<file path="config.mk">
export PLATFORM = sky130hd
export DESIGN_NAME = pipelined_carry_adder_flat
export DESIGN_NICKNAME = d
export VERILOG_FILES = /design/src/rtl/pipelined_carry_adder_if.sv /design/src/rtl/pipelined_carry_adder.sv /design/src/flat_wrapper.sv
export SDC_FILE = /design/constraint.sdc
export NUM_CORES = 1
export LEC_CHECK = 0
export CORE_AREA = 2 2 122 124
export CTS_BUF_LIST = sky130_fd_sc_hd__clkbuf_8
export DETAILED_ROUTE_END_ITERATION = 8
export DIE_AREA = 0 0 124 126
export PLACE_DENSITY = 0.81
export SYNTH_ARGS = -nofsm -noshare
export SYNTH_HDL_FRONTEND = slang
export SYNTH_SLANG_ARGS = --single-unit
</file>
<file path="constraint.sdc">
create_clock -name clk -period 3.75 [get_ports clk]
set_input_delay 0.75 -clock clk [delete_from_list [all_inputs] [get_ports clk]]
set_output_delay 0.75 -clock clk [all_outputs]
set_load 0.02 [all_outputs]
</file>
<file path="src/rtl/pipelined_carry_adder_if.sv">
// Operand/result bus of the pipelined carry adder.
// The producer/consumer side uses the master modport and the adder uses the slave modport.
interface pipelined_carry_adder_if #(
    parameter int WIDTH = 32
) ();
    logic             in_valid;
    logic             in_ready;
    logic [WIDTH-1:0] A;
    logic [WIDTH-1:0] B;
    logic             Cin;
    logic             Sub;
    logic             out_valid;
    logic             out_ready;
    logic [WIDTH-1:0] Sum;
    logic             Cout;
    logic             Overflow;

    modport master (
        output in_valid, A, B, Cin, Sub, out_ready,
        input  in_ready, out_valid, Sum, Cout, Overflow
    );

    modport slave (
        input  in_valid, A, B, Cin, Sub, out_ready,
        output in_ready, out_valid, Sum, Cout, Overflow
    );
endinterface

</file>
<file path="src/rtl/pipelined_carry_adder.sv">
// Pipelined add/subtract unit. The operation is split into STAGES chunks of WIDTH/STAGES bits,
// and each stage registers the carry it produces.
// Operands that have not been used yet travel up the pipe shrinking one chunk per stage.
// Sum chunks that are already finished travel with them growing one chunk per stage.
// A per-stage valid bit forms an elastic pipe: a stage may load when it is empty or when its successor advances.
// WIDTH must be a multiple of STAGES, and STAGES must be at least 1.
module pipelined_carry_adder #(
    parameter int WIDTH  = 32,
    parameter int STAGES = 4
) (
    input  logic                    clk,
    input  logic                    rst_n,
    pipelined_carry_adder_if.slave  bus
);
    localparam int CHUNK = WIDTH / STAGES;

    logic             in_ready_s;
    logic [WIDTH-1:0] b_eff_s;
    logic             c_eff_s;

    // Subtraction folds into the adder as A + ~B + ~Cin
    always_comb begin
        if (bus.Sub) begin
            b_eff_s = ~bus.B;
            c_eff_s = ~bus.Cin;
        end else begin
            b_eff_s = bus.B;
            c_eff_s = bus.Cin;
        end
    end

    for (genvar k = 0; k < STAGES; k++) begin : g_stage
        // Operand bits still unprocessed when entering this stage, and sum bits finished after it
        localparam int REM  = WIDTH - k * CHUNK;
        localparam int DONE = (k + 1) * CHUNK;

        logic            vld_q, vld_d;
        logic            c_q, c_d;
        logic            adv_s;
        logic            src_v_s;
        logic            src_c_s;
        logic [REM-1:0]  src_a_s, src_b_s;
        logic [CHUNK:0]  chunk_s;
        logic [DONE-1:0] new_s_s, s_q, s_d;

        if (k == 0) begin : g_src
            assign src_v_s = bus.in_valid & in_ready_s;
            assign src_a_s = bus.A;
            assign src_b_s = b_eff_s;
            assign src_c_s = c_eff_s;
            assign new_s_s = chunk_s[CHUNK-1:0];
        end else begin : g_src
            assign src_v_s = g_stage[k-1].vld_q;
            assign src_a_s = g_stage[k-1].g_fwd.a_q;
            assign src_b_s = g_stage[k-1].g_fwd.b_q;
            assign src_c_s = g_stage[k-1].c_q;
            assign new_s_s = {chunk_s[CHUNK-1:0], g_stage[k-1].s_q};
        end

        // Stall chain: a stage moves when it is empty or when the stage after it moves
        if (k == STAGES - 1) begin : g_adv
            assign adv_s = ~vld_q | bus.out_ready;
        end else begin : g_adv
            assign adv_s = ~vld_q | g_stage[k+1].adv_s;
        end

        // Chunk adder: the low chunk of the remaining operands plus the incoming carry
        always_comb begin
            chunk_s = {1'b0, src_a_s[CHUNK-1:0]} + {1'b0, src_b_s[CHUNK-1:0]}
                    + {{CHUNK{1'b0}}, src_c_s};
        end

        // Stage load/hold: data is taken only with a valid beat, so bubbles never disturb held results
        always_comb begin
            vld_d = vld_q;
            s_d   = s_q;
            c_d   = c_q;
            if (adv_s) begin
                vld_d = src_v_s;
                if (src_v_s) begin
                    s_d = new_s_s;
                    c_d = chunk_s[CHUNK];
                end else begin
                    s_d = s_q;
                    c_d = c_q;
                end
            end else begin
                vld_d = vld_q;
            end
        end

        // Stage state register with synchronous active-low reset
        always_ff @(posedge clk) begin
            if (!rst_n) begin
                vld_q <= 1'b0;
                c_q   <= 1'b0;
                s_q   <= {DONE{1'b0}};
            end else begin
                vld_q <= vld_d;
                c_q   <= c_d;
                s_q   <= s_d;
            end
        end

        if (k < STAGES - 1) begin : g_fwd
            logic [REM-CHUNK-1:0] a_q, a_d, b_q, b_d;

            // Skewed operands: pass the upper chunks that are still unused to the next stage
            always_comb begin
                if (adv_s && src_v_s) begin
                    a_d = src_a_s[REM-1:CHUNK];
                    b_d = src_b_s[REM-1:CHUNK];
                end else begin
                    a_d = a_q;
                    b_d = b_q;
                end
            end

            // Skewed operand register
            always_ff @(posedge clk) begin
                if (!rst_n) begin
                    a_q <= {(REM-CHUNK){1'b0}};
                    b_q <= {(REM-CHUNK){1'b0}};
                end else begin
                    a_q <= a_d;
                    b_q <= b_d;
                end
            end
        end else begin : g_ovf
            logic ovf_q, ovf_d;

            // Signed overflow: the operand signs agree but the sign of the sum differs
            always_comb begin
                if (adv_s && src_v_s) begin
                    ovf_d = (src_a_s[CHUNK-1] == src_b_s[CHUNK-1]) &&
                            (chunk_s[CHUNK-1] != src_a_s[CHUNK-1]);
                end else begin
                    ovf_d = ovf_q;
                end
            end

            // Overflow flag register
            always_ff @(posedge clk) begin
                if (!rst_n) begin
                    ovf_q <= 1'b0;
                end else begin
                    ovf_q <= ovf_d;
                end
            end
        end
    end

    assign in_ready_s    = rst_n & g_stage[0].adv_s;
    assign bus.in_ready  = in_ready_s;
    assign bus.out_valid = g_stage[STAGES-1].vld_q;
    assign bus.Sum       = g_stage[STAGES-1].s_q;
    assign bus.Cout      = g_stage[STAGES-1].c_q;
    assign bus.Overflow  = g_stage[STAGES-1].g_ovf.ovf_q;
endmodule
</file>
<file path="src/flat_wrapper.sv">
// flat-port wrapper written by rule: the top's interface ports become plain ports
module pipelined_carry_adder_flat 
#(
    parameter int WIDTH  = 32,
    parameter int STAGES = 4
)
  (clk, rst_n, bus_in_valid, bus_A, bus_B, bus_Cin, bus_Sub, bus_out_ready, bus_in_ready, bus_out_valid, bus_Sum, bus_Cout, bus_Overflow);
  pipelined_carry_adder_if #(.WIDTH(WIDTH)) bus_i ();
  input  logic clk;
  input  logic rst_n;
  input wire logic [$bits(bus_i.in_valid)-1:0] bus_in_valid;
  input wire logic [$bits(bus_i.A)-1:0] bus_A;
  input wire logic [$bits(bus_i.B)-1:0] bus_B;
  input wire logic [$bits(bus_i.Cin)-1:0] bus_Cin;
  input wire logic [$bits(bus_i.Sub)-1:0] bus_Sub;
  input wire logic [$bits(bus_i.out_ready)-1:0] bus_out_ready;
  output wire logic [$bits(bus_i.in_ready)-1:0] bus_in_ready;
  output wire logic [$bits(bus_i.out_valid)-1:0] bus_out_valid;
  output wire logic [$bits(bus_i.Sum)-1:0] bus_Sum;
  output wire logic [$bits(bus_i.Cout)-1:0] bus_Cout;
  output wire logic [$bits(bus_i.Overflow)-1:0] bus_Overflow;
  assign bus_i.in_valid = bus_in_valid;
  assign bus_i.A = bus_A;
  assign bus_i.B = bus_B;
  assign bus_i.Cin = bus_Cin;
  assign bus_i.Sub = bus_Sub;
  assign bus_i.out_ready = bus_out_ready;
  assign bus_in_ready = bus_i.in_ready;
  assign bus_out_valid = bus_i.out_valid;
  assign bus_Sum = bus_i.Sum;
  assign bus_Cout = bus_i.Cout;
  assign bus_Overflow = bus_i.Overflow;
  pipelined_carry_adder #(.WIDTH(WIDTH), .STAGES(STAGES)) u_core (.clk(clk), .rst_n(rst_n), .bus(bus_i));
endmodule
</file>
* Yosys cells after proc, flatten, opt, wreduce, memory -nomap -nowiden *
Cells that the tools add are included.

cells by class
  add/subtract/negate cells = 8
  multiplexer cells = 2
  reductions and logical operators = 9
  bitwise logic cells = 12
  equal/unequal tests = 2

operators by type and width
  kind                                    number
  8-bit by 8-bit adder with 9-bit output  4
  9-bit by 1-bit adder with 9-bit output  4
  32-bit 2-to-1 mux                       1
  32-bit NOT                              1
  2-bit AND reduction                     4
  1-bit logical AND                       5
  1-bit NOT                               5
  1-bit bitwise OR                        4
  1-bit AND                               2
  1-bit == test                           1
  1-bit 2-to-1 mux                        1
  1-bit != test                           1

storage, ports and cells
  output and inout port bits = 36
  register bits after elaboration = 185
  word-level logic and storage cells = 52
  bits of input ports = 70

* Longest topological paths before layout *
Gate-level depths: netlist (run 1).

  depth after elaboration = 8
  mapped depth = 9
  depth with buffers taken out = 7

* Worst setup path after synthesis (run 1) *
No wires, ideal clock.

  kind = input to register
  from = in bus_Sub
  to = reg u_core.g_stage[0].c_q
  data required time = 3.625 ns
  arrival = 3.010 ns
  path slack = 0.614 ns
  library setup time = 0.125 ns
  buffers on the path = 2
  stages on the path = 9
  cells stage by stage = buf_2 -> buf_2 -> xor2_1 -> fa_1 -> fa_1 -> a211oi_1 -> o21ai_0 -> and3_1 -> o41a_1

on the way
  word-level cells in the longest chain between the ends = 3
  elaborated cells between the ends (all ways) = 4
  classes of those cells = add/sub: 2; mux: 2

RTL lines
  item                                        line                          source
  start, declared                             flat_wrapper.sv:15            input wire logic [$bits(bus_i.Sub)-1:0] bus_Sub;
  32-bit 2-to-1 mux                           pipelined_carry_adder.sv:23   if (bus.Sub) begin
  8-bit by 8-bit adder with 9-bit output      pipelined_carry_adder.sv:69   chunk_s = {1'b0, src_a_s[CHUNK-1:0]} + {1'b0, src_b_s[CHUNK-1:0]}
  9-bit by 1-bit adder with 9-bit output (*)  pipelined_carry_adder.sv:70   + {{CHUNK{1'b0}}, src_c_s};
  end signal, assigned                        pipelined_carry_adder.sv:96   c_q <= 1'b0;
  end signal, assigned                        pipelined_carry_adder.sv:100  c_q <= c_d;
  end, declared                               pipelined_carry_adder.sv:38   logic c_q, c_d;

Every way passes the cells marked *; elsewhere a longest branch is shown, timed or not.
A chain may end at the register's enable or synchronous reset.

* Final worst setup path (run 1) *
  from = in bus_out_ready
  to = out bus_in_ready

on the way
  word-level cells in the longest chain between the ends = 5

RTL lines
  item                            line                          source
  start, declared                 flat_wrapper.sv:16            input wire logic [$bits(bus_i.out_ready)-1:0] bus_out_ready;
  1-bit bitwise OR                pipelined_carry_adder.sv:62   assign adv_s = ~vld_q | bus.out_ready;
  1-bit bitwise OR (3 in series)  pipelined_carry_adder.sv:64   assign adv_s = ~vld_q | g_stage[k+1].adv_s;
  1-bit AND                       pipelined_carry_adder.sv:153  assign in_ready_s = rst_n & g_stage[0].adv_s;
  end, declared                   flat_wrapper.sv:17            output wire logic [$bits(bus_i.in_ready)-1:0] bus_in_ready;

No other way between the ends.

==> results of run 1 <==
[cell families (layout without fill, tap and decap cells)]
family | count (synthesis) | count (layout) | share of synthesized area
AND/OR/NAND/NOR | 407 | 407 | 0.218
adder cells (fa/ha/maj) | 36 | 36 | 0.0641
multiplexers | 2 | 2 | 0.00267
XOR/XNOR | 39 | 39 | 0.0429
buffers and inverters | 75 | 159 | 0.0388
AO/OA/AOI/OAI | 230 | 230 | 0.169
flip-flops | 185 | 185 | 0.465
[power by group through the flow]
| stage | Sequential (uW) | Clock [uW] | Combinational (uW) |
|---|---|---|---|
| after floorplan | 2130 | 0 | 286 |
| after global placement | 2140 | 0 | 429 |
| after detailed placement | 2140 | 0 | 439 |
| after CTS | 2100 | 1590 | 441 |
| after global routing | 2110 | 1670 | 494 |
| final | 2100 | 1570 | 442 |
[cell usage after synthesis (2+ instances only)]
| cell type | n | area share |
|---|---|---|
| nand2b_1 | 5 | 0.0039 |
| o21a_1 | 7 | 0.0066 |
| o311a_1 | 2 | 0.0025 |
| a2111o_1 | 2 | 0.0028 |
| a21o_1 | 7 | 0.0066 |
| nor2_1 | 19 | 0.0089 |
| o2111ai_1 | 3 | 0.0033 |
| nand2_1 | 276 | 0.13 |
| or2_2 | 3 | 0.0024 |
| nand3_1 | 71 | 0.045 |
| o31ai_1 | 4 | 0.0038 |
| nand3b_1 | 4 | 0.0038 |
| nand4_1 | 4 | 0.0031 |
| fa_1 | 8 | 0.020 |
| nor3_1 | 7 | 0.0044 |
| buf_2 | 15 | 0.0094 |
| a21oi_1 | 125 | 0.079 |
| buf_1 | 6 | 0.0028 |
| o211ai_1 | 10 | 0.0094 |
| inv_1 | 9 | 0.0042 |
| xnor2_1 | 29 | 0.032 |
| nor2b_1 | 4 | 0.0031 |
| and3_1 | 2 | 0.0016 |
| dfxtp_1 | 185 | 0.46 |
| clkbuf_1 | 42 | 0.020 |
| ha_1 | 28 | 0.044 |
| nand4b_1 | 3 | 0.0033 |
| xor2_1 | 10 | 0.011 |
| o21bai_1 | 2 | 0.0019 |
| a211oi_1 | 12 | 0.011 |
| o21ai_0 | 41 | 0.026 |
| a211o_1 | 5 | 0.0055 |
| or3_1 | 2 | 0.0016 |
| o311ai_0 | 3 | 0.0033 |
[per-layer routing]
layer / up-vias / GRT usage
met5: - / 0
met4: 0 / 0.0707
met3: 19 / 0.0417
met2: 207 / 0.334
met1: 3013 / 0.347
li1: 3464 / -
[worst max path at each step]
stage | startpoint | end | slack (ns) | cells past startpoint
finish | bus_out_ready | bus_in_ready | 0.58 | 4
global placement | bus_B[0] | u_core.g_stage[0].c_q | 0.49 | 8
global route | bus_out_ready | bus_in_ready | 0.53 | 4
floorplan | bus_Sub | u_core.g_stage[0].c_q | 0.61 | 9
detailed placement | bus_B[0] | u_core.g_stage[0].c_q | 0.45 | 8
CTS | bus_out_ready | bus_in_ready | 0.59 | 4
[area by class of cell]
cell class,instances,share of cell area
clock buffer,19,0.0273
clock inverter,12,0.0231
inverter,10,0.00404
multi-input combinational,714,0.414
sequential,185,0.386
tap,184,0.0240
timing repair buffer,118,0.121
[sequential cells by signal (all words and copies together) (netlist names)]
| signal | flops |
|---|---|
| u_core.g_stage.g_fwd.a_q | 48 |
| u_core.g_stage.g_fwd.b_q | 48 |
| u_core.g_stage.s_q | 48 |
| u_core.bus.Sum | 32 |
| u_core.g_stage.c_q | 3 |
| u_core.g_stage.vld_q | 3 |
| u_core.bus.Cout | 1 |
| u_core.bus.Overflow | 1 |
| u_core.bus.out_valid | 1 |
[critical path: stages]
cell             delay, ns
clkdlybuf4s50_1       0.52
and4b_1               0.32
a21oi_1               0.21
clkdlybuf4s50_1       0.63
[stage by stage]
step | setup slack (ns) | std cells | utilization
after floorplan | 0.614 | 974 | -
after global placement | 0.487 | 1211 | 0.636
after detailed placement | 0.454 | 1211 | 0.636
after CTS | 0.588 | 1242 | 0.670
after global routing | 0.533 | 1242 | 0.670
final | 0.579 | 1242 | 0.670
==> key figures, run 1 <==
Drt
  • Routed met1 length: 8.79 mm
  • Total iterations of the first detailed-routing run: 5
  • Total number of vias: around 6.7k
  • Metal2 WL: 7.27 mm
  • WL final: 17.2 mm
  • Metal3 WL: 913 um
  • Drt drc: 0
  • Iteration-0 DRC count of the detailed router: 554
  • DR vias/cell: 5.40
  • Post-DRT Antenna Nets: 0
  • Top sig layer: met4
  • Per-cell routed wire length: 13.9 um

Die
  • Overall die height: 126 um
  • Initial cell density of the core: 0.557
  • Chip Width: 124 um
  • Site Rows: 44
  • Num ports: 106
  • Die area: 15600 um2
  • Core footprint: 14300 um2

Clock tree
  • CTS Buf Count: 17
  • CTS Hold Bufs: 0
  • CTS Buffer Depth: 2
  • H-tree levels: 4
  • Clock slew at reported path FFs: 0.09 ns
  • Post-CTS setup buffer count: 0
  • Clock root buffer: clkbuf_8
  • CTS tree: yes
  • Clock sink count: 185
  • Post-CTS Resized: 0
  • Clock latency at the later pin of the worst-skew pair: ~0.46 ns

GRT
  • Initial antenna violation count: 0
  • Total gr overflow: 0
  • Global-route wire length before repair: 29.1 mm
  • Global Route Usage Sum: 0.230
  • Pin count of the biggest net entering global routing: 77
  • Vias in the first global route: between 6k and 7k

Timing
  • Period utilization: 0.846
  • Final hold slack: 0.454 ns
  • RSZ-0062 raised after global routing: no
  • Setup violators final: 0
  • Post-route minimum period: approximately 3.2 ns
  • Worst Tran Pin Value: between 0.8 and 0.9 ns
  • Rel. slew slack: 0.407
  • Setup TNS: 0 ns
  • Final hold viol count: 0
  • Clock Skews: 0.00907 ns
  • Max-slew violation count: 0
  • Max frequency: 315 MHz

Finish
  • Nets: 1152
  • Diode count: 0
  • Layout cells sized above 1: 0.0539
  • Filler cell count: approximately 1.3k
  • Most frequent cells in the layout: nand2_1, dfxtp_1, a21oi_1
  • Commonest non-fill, non-tap cell in the layout: nand2_1
  • Register area: 3700 um2
  • Synth-to-Final Area Change: 20.3%
  • Multi-input gate area: 3970 um2
  • Fin area: between 9000 and 10000 um2

Place
  • DP HPWL: 12.0 mm
  • IO Port Bufs: between 100 and 150
  • Placed Instance Area: 9110 um2
  • GP Congestion: 0.828

Pwr
  • P_leak: 0.00354 uW
  • Switch share: 0.236
  • Power per Cell Area: ~430 nW/um2
  • Sequential power share: 0.511
  • Switching power: 970 uW
  • Power Total: slightly above 4000 uW
  • Logic gate share of total power: 0.108
  • VDD IR-drop max: between 0.0002 and 0.0003 V
  • Int Pwr: between 3000 and 4000 uW
  • Clock group share of total power: 0.382

Logic synthesis
  • Synth async-reset ratio: 0
  • Ys Warns: 0
  • Synthesized instance count: 974
  • Part of the Yosys area used for sequential elements: 0.465
  • Seq cells post-synth: between 150 and 200
  • Syn Std Cell Area: roughly 8000 um2
  • Synthesized area per cell: 8.18 um2
  • Post-synth EDFFs: 0
  • Main synth FF type: dfxtp_1
  • Yosys cell types: 53
  • Syn_nets: 1080

Worst hold path
  • Hold_sp: u_core.g_stage[1].s_q[2]
  • Hold crit path type: reg2reg
  • Hold path depth: 2
  • Hold endpoint: u_core.g_stage[2].s_q[2]

Setup path
  • R2r worst-path depth: 6
  • Crit start category: input port
  • Critical R2R Capture: u_core.g_stage[1].s_q[14]
  • Critical Path RT: about 3 ns
  • CP Class: in2out
  • Worst R2R Setup Slack: 1.59 ns
  • Crit-path max FO: 7
  • Crit. End Element: output pin
  • FF-to-FF Start: u_core.g_stage[0].g_fwd.b_q[0]
  • Worst path arrival time: 2.42 ns

Job
  • Max_cap viols: 0

Run status
  • Status: finished, final reports clean
Note: power is estimated with default switching activity, not from simulation.
==> inputs of run 2 (changes only) <==
==> constraint.sdc (replaced) <==
create_clock -name clk -period 3.1 [get_ports clk]
set_input_delay 0.62 -clock clk [delete_from_list [all_inputs] [get_ports clk]]
set_output_delay 0.62 -clock clk [all_outputs]
set_load 0.02 [all_outputs]
==> key figures, run 2 (synthesis results as in run 1) <==
Setup path
  • Critical path's top delay family: buffers and inverters
  • Crit. End Element: output pin
  • Cell repeated most along the worst path: clkdlybuf4s50_1
  • Critical Path RT: 2.48 ns
  • Largest stage delay, worst path: 0.62 ns
  • R2r worst-path depth: 6
  • Buf+Inv Stages, Crit Path: 2
  • Crit-path cells: clkdlybuf4s50_1 > and4b_1 > a21oi_1 > clkdlybuf4s50_1
  • Slowest-stage cell, CP: clkdlybuf4s50_1
  • CP Depth: 4
  • Crit-path max FO: 4
  • Worst path arrival time: 2.15 ns
  • Crit start category: input port
  • CP Class: in2out

Pwr
  • P_leak: approximately 0.0035 uW
  • Power Total: 4590 uW
  • VDD IR-drop max: 0.000348 V
  • Power per Cell Area: 482 nW/um2

Timing
  • Max-slew violation count: 0
  • Max frequency: roughly 360 MHz
  • Worst Tran Pin Value: 0.539 ns
  • Setup violators final: 0
  • Clock Skews: 0.0105 ns
  • RSZ-0062 raised after global routing: no
  • Post-route minimum period: 2.77 ns
  • Final hold viol count: 0
  • Rel. slew slack: 0.640
  • Period utilization: 0.894
  • Setup TNS: 0 ns

Drt
  • Iteration-0 DRC count of the detailed router: 551
  • Total number of vias: roughly 6.6k
  • Total iterations of the first detailed-routing run: 5
  • Post-DRT Antenna Nets: 0
  • Per-cell routed wire length: between 10 and 15 um
  • DR vias/cell: 5.29
  • WL final: 16.7 mm
  • Drt drc: 0

Clock tree
  • H-tree levels: 4
  • Clock root buffer: clkbuf_8
  • Clock slew at reported path FFs: approximately 0.09 ns
  • CTS Buf Count: 17
  • CTS Hold Bufs: 0
  • CTS Buffer Depth: 2
  • Post-CTS Resized: 0
  • Post-CTS setup buffer count: 0
  • CTS tree: yes
  • Clock latency at the later pin of the worst-skew pair: 0.47 ns
  • Clock sink count: 185

Place
  • DP HPWL: 11.6 mm
  • IO Port Bufs: 105
  • GP Congestion: 0.835

Die
  • Die area: between 15000 and 20000 um2
  • Chip Width: 124 um
  • Overall die height: 126 um
  • Num ports: 106
  • Core footprint: 14300 um2
  • Initial cell density of the core: 0.557
  • Site Rows: 44

Worst hold path
  • Hold crit path type: reg2reg
  • Hold path depth: 2

Job
  • Max_cap viols: 0

GRT
  • Pin count of the biggest net entering global routing: 124
  • Global-route wire length before repair: between 20 and 30 mm
  • Total gr overflow: 0
  • Global Route Usage Sum: 0.223
  • Vias in the first global route: a little under 6k
  • Initial antenna violation count: 0

Finish
  • Commonest non-fill, non-tap cell in the layout: nand2_1
  • Diode count: 0
  • Nets: 1155
  • Synth-to-Final Area Change: 19.5%
  • Most frequent cells in the layout: nand2_1, dfxtp_1, a21oi_1
  • Largest registers: u_core.g_stage.g_fwd.a_q (48), u_core.g_stage.g_fwd.b_q (48), u_core.g_stage.s_q (48)
  • Layout cells sized above 1: 0.0556
  • Post-layout util: 0.665

Run status
  • Status: finished, final reports clean
[run 2: cell types whose count changed in the layout (fill, tap and decap cells not counted)]
cell	delta
buf_12	+1
buf_4	+2
bufinv_16	-5
clkbuf_8	+1
clkinv_4	+1
clkinvlp_4	+2
inv_1	+2
[run 2: final timing paths]
check / from / end / slack [ns]
setup / recovery: bus_out_ready / bus_in_ready / 0.33
hold / removal: u_core.g_stage[1].s_q[13] / u_core.g_stage[2].s_q[13] / 0.45
setup reg to reg: u_core.g_stage[0].g_fwd.b_q[0] / u_core.g_stage[1].s_q[14] / 0.92
hold reg to reg: u_core.g_stage[1].s_q[13] / u_core.g_stage[2].s_q[13] / 0.45
[run 2: stage by stage]
stage                     std cells  hold WS (ns)  setup WS, ns  area, um2
after global placement         1214         0.438       0.00369       9140
after global routing           1246         0.461         0.299       9520
after CTS                      1246         0.450         0.337       9520
final                          1246         0.453         0.329       9520
after floorplan                 974         0.432        0.0944       7970
after detailed placement       1214         0.442       -0.0393       9140
[run 2: tightest hold or removal path: stages (launching register included)]
cell and delay [ns]:
dfxtp_1 0.32, nand2_1 0.05, a21oi_1 0.05
[run 2: power by group]
| group | total (uW) | internal, uW | switching, uW |
|---|---|---|---|
| sequential | 2540 | 2470 | 61.4 |
| clock | 1520 | 693 | 824 |
| combinational | 536 | 246 | 290 |
[run 2: cell type report]
class | instances | area, um2
fillers | 1244 | 4790
multi-input cells | 714 | 3970
flip-flops and latches | 185 | 3700
repair buffers | 121 | 1200
clock buffers | 20 | 275
well taps | 184 | 230
clock inverters | 12 | 103
inverters | 10 | 38.8
[run 2: metal layers]
metal	up-vias	global-route usage	part of all wire	routed length [um]
li1	3465	-	-	-
met1	2955	0.340	0.52	8710
met2	145	0.315	0.41	6860
met3	22	0.0426	0.051	844
met4	0	0.0793	0.017	284
met5	-	0	0	0
